$ cat src/rtl/creator_clk_div_gen.sv
// Programmable 50%-duty clock divider with one-cycle rise strobe and decimated sample strobe.
// Divisor reloads are deferred to the rising edge of div_clk so that every full period uses a single half-period.
module creator_clk_div_gen #(
    parameter int DIV_W     = 8,
    parameter int DEC_W     = 8,
    parameter int DECIM     = 64,
    parameter int RESET_DIV = 32
) (
    input  logic             clk,
    input  logic             resetn,
    input  logic             enable,
    input  logic [DIV_W-1:0] div_value,
    input  logic             div_load,
    output logic             div_clk,
    output logic             rise_stb,
    output logic             sample_stb,
    output logic             running,
    output logic [DIV_W-1:0] cur_div
);

    typedef enum logic [1:0] { IDLE, RUN, STOP } state_t;

    state_t           state, state_n;
    logic [DIV_W-1:0] cnt, cnt_n;
    logic [DIV_W-1:0] cur_div_n;
    logic [DIV_W-1:0] pend, pend_n;
    logic             pend_valid, pend_valid_n;
    logic [DEC_W-1:0] dec_cnt, dec_cnt_n;
    logic             div_clk_n, rise_n, sample_n;
    logic             wrap, apply;

    // A divisor of 0 is stored as 1, so cur_div always holds the effective half-period.
    function automatic logic [DIV_W-1:0] clamp(input logic [DIV_W-1:0] v);
        return (v == '0) ? DIV_W'(1) : v;
    endfunction

    assign wrap    = (cnt == cur_div - DIV_W'(1));
    assign running = (state != IDLE);

    // NOTE: every signal written here gets a default first, so no latches are inferred.
    always_comb begin
        state_n      = state;
        cnt_n        = cnt;
        div_clk_n    = div_clk;
        cur_div_n    = cur_div;
        pend_n       = pend;
        pend_valid_n = pend_valid;
        dec_cnt_n    = dec_cnt;
        rise_n       = 1'b0;
        sample_n     = 1'b0;
        apply        = 1'b0;

        case (state)
            IDLE: begin
                cnt_n     = '0;
                div_clk_n = 1'b0;
                dec_cnt_n = '0;
                apply     = pend_valid;
                if (enable) state_n = RUN;
            end
            RUN, STOP: begin
                if (state == STOP && !enable && !div_clk) begin
                    // Already low: leaving now cannot truncate a high pulse.
                    state_n   = IDLE;
                    cnt_n     = '0;
                    dec_cnt_n = '0;
                end else begin
                    state_n = enable ? RUN : STOP;
                    if (wrap) begin
                        cnt_n     = '0;
                        div_clk_n = !div_clk;
                        if (!div_clk) begin
                            rise_n = 1'b1;
                            apply  = pend_valid;
                            if (dec_cnt == DEC_W'(DECIM - 1)) begin
                                sample_n  = 1'b1;
                                dec_cnt_n = '0;
                            end else begin
                                dec_cnt_n = dec_cnt + DEC_W'(1);
                            end
                        end else if (state == STOP && !enable) begin
                            state_n   = IDLE;
                            dec_cnt_n = '0;
                        end
                    end else begin
                        cnt_n = cnt + DIV_W'(1);
                    end
                end
            end
            default: state_n = IDLE;
        endcase

        // A load coinciding with an apply keeps the new value pending for the next period.
        if (apply) begin
            cur_div_n    = clamp(pend);
            pend_valid_n = 1'b0;
        end
        if (div_load) begin
            pend_n       = div_value;
            pend_valid_n = 1'b1;
        end
    end

    // NOTE: sequential state is updated with non-blocking assignments only.
    // NOTE: every register, including cur_div and pend, takes its value from the asynchronous reset.
    always_ff @(posedge clk or negedge resetn) begin
        if (!resetn) begin
            state      <= IDLE;
            cnt        <= '0;
            div_clk    <= 1'b0;
            cur_div    <= DIV_W'(RESET_DIV);
            pend       <= '0;
            pend_valid <= 1'b0;
            dec_cnt    <= '0;
            rise_stb   <= 1'b0;
            sample_stb <= 1'b0;
        end else begin
            state      <= state_n;
            cnt        <= cnt_n;
            div_clk    <= div_clk_n;
            cur_div    <= cur_div_n;
            pend       <= pend_n;
            pend_valid <= pend_valid_n;
            dec_cnt    <= dec_cnt_n;
            rise_stb   <= rise_n;
            sample_stb <= sample_n;
        end
    end

endmodule

$ cat config.mk
export PLATFORM = sky130hd
export DESIGN_NAME = creator_clk_div_gen
export DESIGN_NICKNAME = d
export VERILOG_FILES = /design/src/rtl/creator_clk_div_gen.sv
export SDC_FILE = /design/constraint.sdc
export NUM_CORES = 1
export LEC_CHECK = 0
export ABC_AREA = 0
export BUFFER_PORTS_ARGS = -buffer_cell sky130_fd_sc_hd__buf_2
export CAP_MARGIN = 20
export CORE_MARGIN = 10
export CORE_UTILIZATION = 30
export CTS_CLUSTER_SIZE = 16
export DETAILED_ROUTE_END_ITERATION = 7
export GPL_TIMING_DRIVEN = 0
export SKIP_LAST_GASP = 1
export SLEW_MARGIN = 20
export SYNTH_ARGS = -nofsm -noshare
export SYNTH_HDL_FRONTEND = slang
export SYNTH_SLANG_ARGS = --single-unit
$ cat constraint.sdc
create_clock -name clk -period 3.3 [get_ports clk]
set_input_delay 0.165 -clock clk [delete_from_list [all_inputs] [get_ports clk]]
set_output_delay 0.165 -clock clk [all_outputs]
set_load 0.01 [all_outputs]
=== Word-level counts from Yosys, hierarchy flattened ===
Cells that the tools add are included.

* Input port bits: 12
* Register bits: 38
* Output and inout port bits: 12

* Eq/ne operators: 9
* Reductions and logical operators: 12
* Muxes and demuxes: 35
* $add $sub $neg: 3

{| class="wikitable"
|+ Operator list
! operator !! number
|-
| 2-to-1 mux 8 bit || 8
|-
| one-hot mux 8 bit (2 select lines) || 2
|-
| adder 8 x 1 -> 8 bit, second input constant || 2
|-
| 2-to-1 mux 1 bit || 16
|-
| 2-to-1 mux 2 bit || 6
|-
| equality test 8 x 6 -> 1 bit, second input constant || 1
|-
| equality test 8 bit || 1
|-
| logical NOT 8 bit || 1
|-
| subtractor 8 x 1 -> 8 bit, second input constant || 1
|-
| != test 2 bit, second input constant || 3
|-
| AND reduction 3 bit || 2
|-
| nonzero test 2 bit || 3
|-
| != test 4 bit, second input constant || 1
|-
| one-hot mux 1 bit (2 select lines) || 2
|-
| one-hot mux 2 bit (2 select lines) || 1
|-
| != test 3 bit, second input constant || 1
|-
| equality test 2 x 1 -> 1 bit, second input constant || 1
|-
| equality test 2 bit, second input constant || 1
|-
| logical AND 1 bit || 2
|-
| logical NOT 1 bit || 2
|-
| logical NOT 2 bit || 1
|-
| OR reduction 2 bit || 1
|}

=== Depth between registers and ports, before layout ===
* Depth in word-level cells: 7
* Depth in mapped cells: 10

=== Worst setup path before layout ===
Ideal clock, no wire load.

* Path type: register to register
* Start point: reg cur_div[0]
* End point: reg dec_cnt[3]
* Clock period less this slack: 2922 ps
* Setup time: 95 ps
* Required time: 3205 ps
* Arrival: 2827 ps
* Buffers on the path: 2
* Slack: 378 ps
* Stages on the path, launching flop included: 10
* Cell sequence: dfrtp_1 > inv_1 > ha_1 > or4b_1 > a2111o_1 > a211o_1 > buf_6 > or4_1 > buf_2 > o31ai_1

* Cells in the longest elaborated chain, start to end: 4

{| class="wikitable"
|+ Ends and longest elaborated chain
! what !! RTL line !! text
|-
| from (decl) || 18 || <nowiki>output logic [DIV_W-1:0] cur_div</nowiki>
|-
| from (signal assigned) || 111 || <nowiki>cur_div <= DIV_W'(RESET_DIV);</nowiki>
|-
| from (signal assigned) || 121 || <nowiki>cur_div <= cur_div_n;</nowiki>
|-
| subtractor 8 x 1 -> 8 bit || 37 || <nowiki>assign wrap = (cnt == cur_div - DIV_W'(1));</nowiki>
|-
| equality test 8 bit || 37 ||
|-
| != test 3 bit (no source line) || -- ||
|-
| AND reduction 3 bit (no source line) || -- ||
|-
| to (signal assigned) || 124 || <nowiki>dec_cnt <= dec_cnt_n;</nowiki>
|-
| to (decl) || 28 || <nowiki>logic [DEC_W-1:0] dec_cnt, dec_cnt_n;</nowiki>
|}

Every way passes these cells.
A chain may end at the register's enable or synchronous reset.

=== Worst setup path in the final report ===
Same ends and word-level chain as after synthesis.

==> metrics.md <==
| Metric | Value |
|---|---|
| Vias per Instance | 5.480 |
| Syn nets | 265 |
| Global-route wire length before repair | 10340 microns |
| Antenna Nets Post-Route | 0 |
| CP Max Fanout | 10 |
| CP endpoint kind | register |
| Worst-Skew Late Latency | 290 ps |
| P_int | 1.146 mW |
| CP Launch Type | register |
| Slowest Stage Delay on Critical Path | 490 ps |
| Power per cell area | 820.5 nW/um^2 |
| Max stage delay cell, worst path | or4_1 |
| DR WL/cell | 15.78 microns |
| Main flop type after synthesis | dfrtp_1 |
| Most frequent cells in the layout | dfrtp_1 (36), buf_2 (23), nand2_1 (22) |
| YS warnings | 0 |
| Cell Area, Synth | 2313 sq um |
| Skew final | 8.159 ps |
| Overflow after GRT | 0 |
| Flop pwr share | 31.6% |
| Outcome | finished with violations |
| Drt initial violations | 130 |
| Die width | 107.8 microns |
| GRT Resource Usage Total | 10.73% |
| Placer Congestion | 0.8502 |
| Detailed Route WL | 5950 microns |
| Max-slew violation count | 0 |
| Sw frac | 47.31% |
| Die area | 11620 sq um |
| Library cells used by synthesis | 49 |
| Max Cap Violations | 0 |
| Post-Synthesis Cells | 247 |
| Setup TNS | 0 ps |
| RSZ-0062 raised after global routing | false |
| Async S/R FF share, synth | 100.0% |
| NetSw | 1.029 mW |
| Post-synthesis sequential area ratio | 41.16% |
| Worst-margin pin slew | 866.5 ps |
| TritonCTS clock tree | built |
| Clock tree buffer depth | 2 |
| Hold Crit Class | primary input to async pin |
| Area Overhead vs Synth | 14.55% |
| Post-synth EDFFs | 0 |
| Total number of vias | 2066 |
| Vias in the first global route | 2062 |
| DRC viols | 0 |
| Post-route clock period utilization | 93.35% |
| H-tree depth | 2 |
| CTS Root Cell | clkbuf_8 |
| Worst endpoint required time | 3500 ps |
| Combinational share of power | 53.3% |
| Die height | 107.8 microns |
| CTS Sinks | 38 |
| CP arrival | 3280 ps |
| Maximum VDD drop | 430.8 uV |
| Mean area per synthesized cell | 9.366 sq um |
| Cell Chain, Critical Path | inv_1, ha_1, or4b_1, a2111o_1, a211o_1, buf_6, or4_1, buf_2, o31ai_1 |
| Fin area | 2650 sq um |
| Crit path time final | 3080 ps |
| Initial Utilization | 31.39% |
| Core ar. | 7370 sq um |
| Hold_ws | -24.74 ps |
| Most common cell after layout, fill and taps aside | dfrtp_1 |
| Io pins | 24 |
| Final Hold Violating Endpoints | 25 |
| # hold bufs at CTS | 0 |
| DPL Wire Length | 4385 microns |
| Number of port buffers | 22 |
| Pre-antenna DRT Iters | 4 |
| Setup Viol. Count Final | 0 |
| #FFs+latches synth | 38 |
| Placed cell areas | 2547 sq um |
| WS Path Type | register to register |
| Static leakage | 1.131 nW |
| Layout cells sized above 1 | 17.99% |
| Rel. slew slack | 42.23% |
| Clock Power Share | 15.1% |
| Fmax | 324.6 MHz |
| TritonCTS Buffers | 5 |
| Initial antenna violation count | 0 |
| Largest net degree at the start of global routing | 39 |
| CTS clock-pin slew for the worst setup and hold paths | 80 ps |
| Failing checks | negative hold slack |
| Layout Nets | 295 |
| Diodes inserted | 0 |
| # rows | 31 |
## layer usage
metal  vias to the layer above  global-route usage [%]  routed length [microns]
met2                        44                   16.78                     2802
met5                         -                       0                        0
met3                         7                   2.216                      173
met4                         0                   4.771                       85
li1                        998                       -                        -
met1                      1017                   13.86                     2889
## Yosys cell counts (2+ instances only)
library cell / number / area (sq um)
xnor2_1: 5 / 43.79
nor3_1: 13 / 65.06
o2111ai_1: 2 / 17.52
xor2_1: 7 / 61.31
and2_1: 2 / 12.51
nand4_1: 4 / 25.02
nand3_1: 13 / 65.06
nand2b_1: 2 / 12.51
inv_1: 10 / 37.54
a21o_1: 4 / 30.03
a21oi_1: 8 / 40.04
a22o_1: 4 / 35.03
mux2_2: 8 / 90.09
nor2_1: 7 / 26.28
nor4_1: 4 / 25.02
o32ai_1: 2 / 17.52
o21ai_0: 11 / 55.05
nor3b_1: 2 / 15.01
and3_1: 12 / 75.07
nor2b_1: 3 / 18.77
a31o_2: 2 / 17.52
nand2_1: 22 / 82.58
o31a_1: 3 / 26.28
clkbuf_1: 10 / 37.54
a32oi_1: 8 / 70.07
dfrtp_1: 37 / 925.9
o31ai_1: 8 / 60.06
and4_1: 2 / 17.52
or4_1: 3 / 22.52
o211ai_1: 5 / 37.54
ha_1: 6 / 75.07
## metrics by stage
| step | total power, mW | std cells | hold WS [ps] | util, % | worst slack, ps |
|---|---|---|---|---|---|
| 6_report | 2.174 | 377 | -24.74 | 35.96 | 219.6 |
| 5_1_grt | 2.380 | 377 | 51.64 | 35.96 | 6.679 |
| 4_1_cts | 2.169 | 376 | 18.23 | 35.79 | 158.1 |
| 3_5_place_dp | 1.831 | 368 | 341.0 | 34.57 | 180.3 |
| 3_3_place_gp | 1.819 | 368 | 333.2 | 34.57 | 206.9 |
| 2_1_floorplan | 1.498 | 247 | -130.6 | - | 377.7 |
## flip-flops by register name, summed over array words and instances (netlist names)
name	flops
cnt	8
cur_div	8
dec_cnt	8
pend	8
state	2
div_clk	1
pend_valid	1
rise_stb	1
sample_stb	1
## kinds of logic after synthesis
group                    count (synthesis)  synth area share (%)
adder cells (fa/ha/maj)                  6                 3.245
XOR/XNOR                                12                 4.543
AND/OR/NAND/NOR                         94                 21.96
multiplexers                             9                 4.327
AO/OA/AOI/OAI                           65                 20.66
buffers and inverters                   23                 4.110
flip-flops                              38                 41.16
## repair_timing
item                                    in CTS  in global routing
setup buffers                                0                  0
endpoints found under the setup margin       0                  8
endpoints found under the hold margin        0                  0
gates resized for setup                      0                  4
## worst paths after layout
path | slack (ps) | cells after the start | startpoint | endpoint
min in group clk | 100 | 2 | div_value[3] | pend[3]
setup / recovery | 220 | 9 | cur_div[0] | dec_cnt[3]
setup reg to reg | 220 | 9 | cur_div[0] | dec_cnt[3]
hold reg to reg | 530 | 1 | dec_cnt[5] | dec_cnt[5]
max in group asynchronous | 2730 | 1 | resetn | cur_div[0]
hold / removal | -20 | 1 | resetn | dec_cnt[2]
## critical path: cells and delay by family (launching register included)
family | cells | cell delay (ps)
AOI/OAI and AO/OA | 3 | 970
and+or+nand+nor | 2 | 950
DFF | 1 | 460
buffers and inverters | 3 | 390
adders and majority gates | 1 | 200
## power by group through the flow
stage          sequential, mW  clock, mW  combinational [mW]
6_report                0.686      0.328                1.16
3_3_place_gp            0.691          0                1.13
4_1_cts                 0.685      0.342                1.14
2_1_floorplan           0.688          0               0.811
5_1_grt                 0.705      0.362                1.31
3_5_place_dp            0.695          0                1.14
## cell type report
cell class                 instances  area (sq um)
inverter                          10         37.54
buffer                            13         58.81
timing repair buffer              23         115.1
fill                             812          4720
tap                               99         123.9
multi-input combinational        186          1271
clock inverter                     3         21.27
clock buffer                       5         68.82
sequential                        38         953.4
Note: power is estimated with default switching activity, not from simulation.
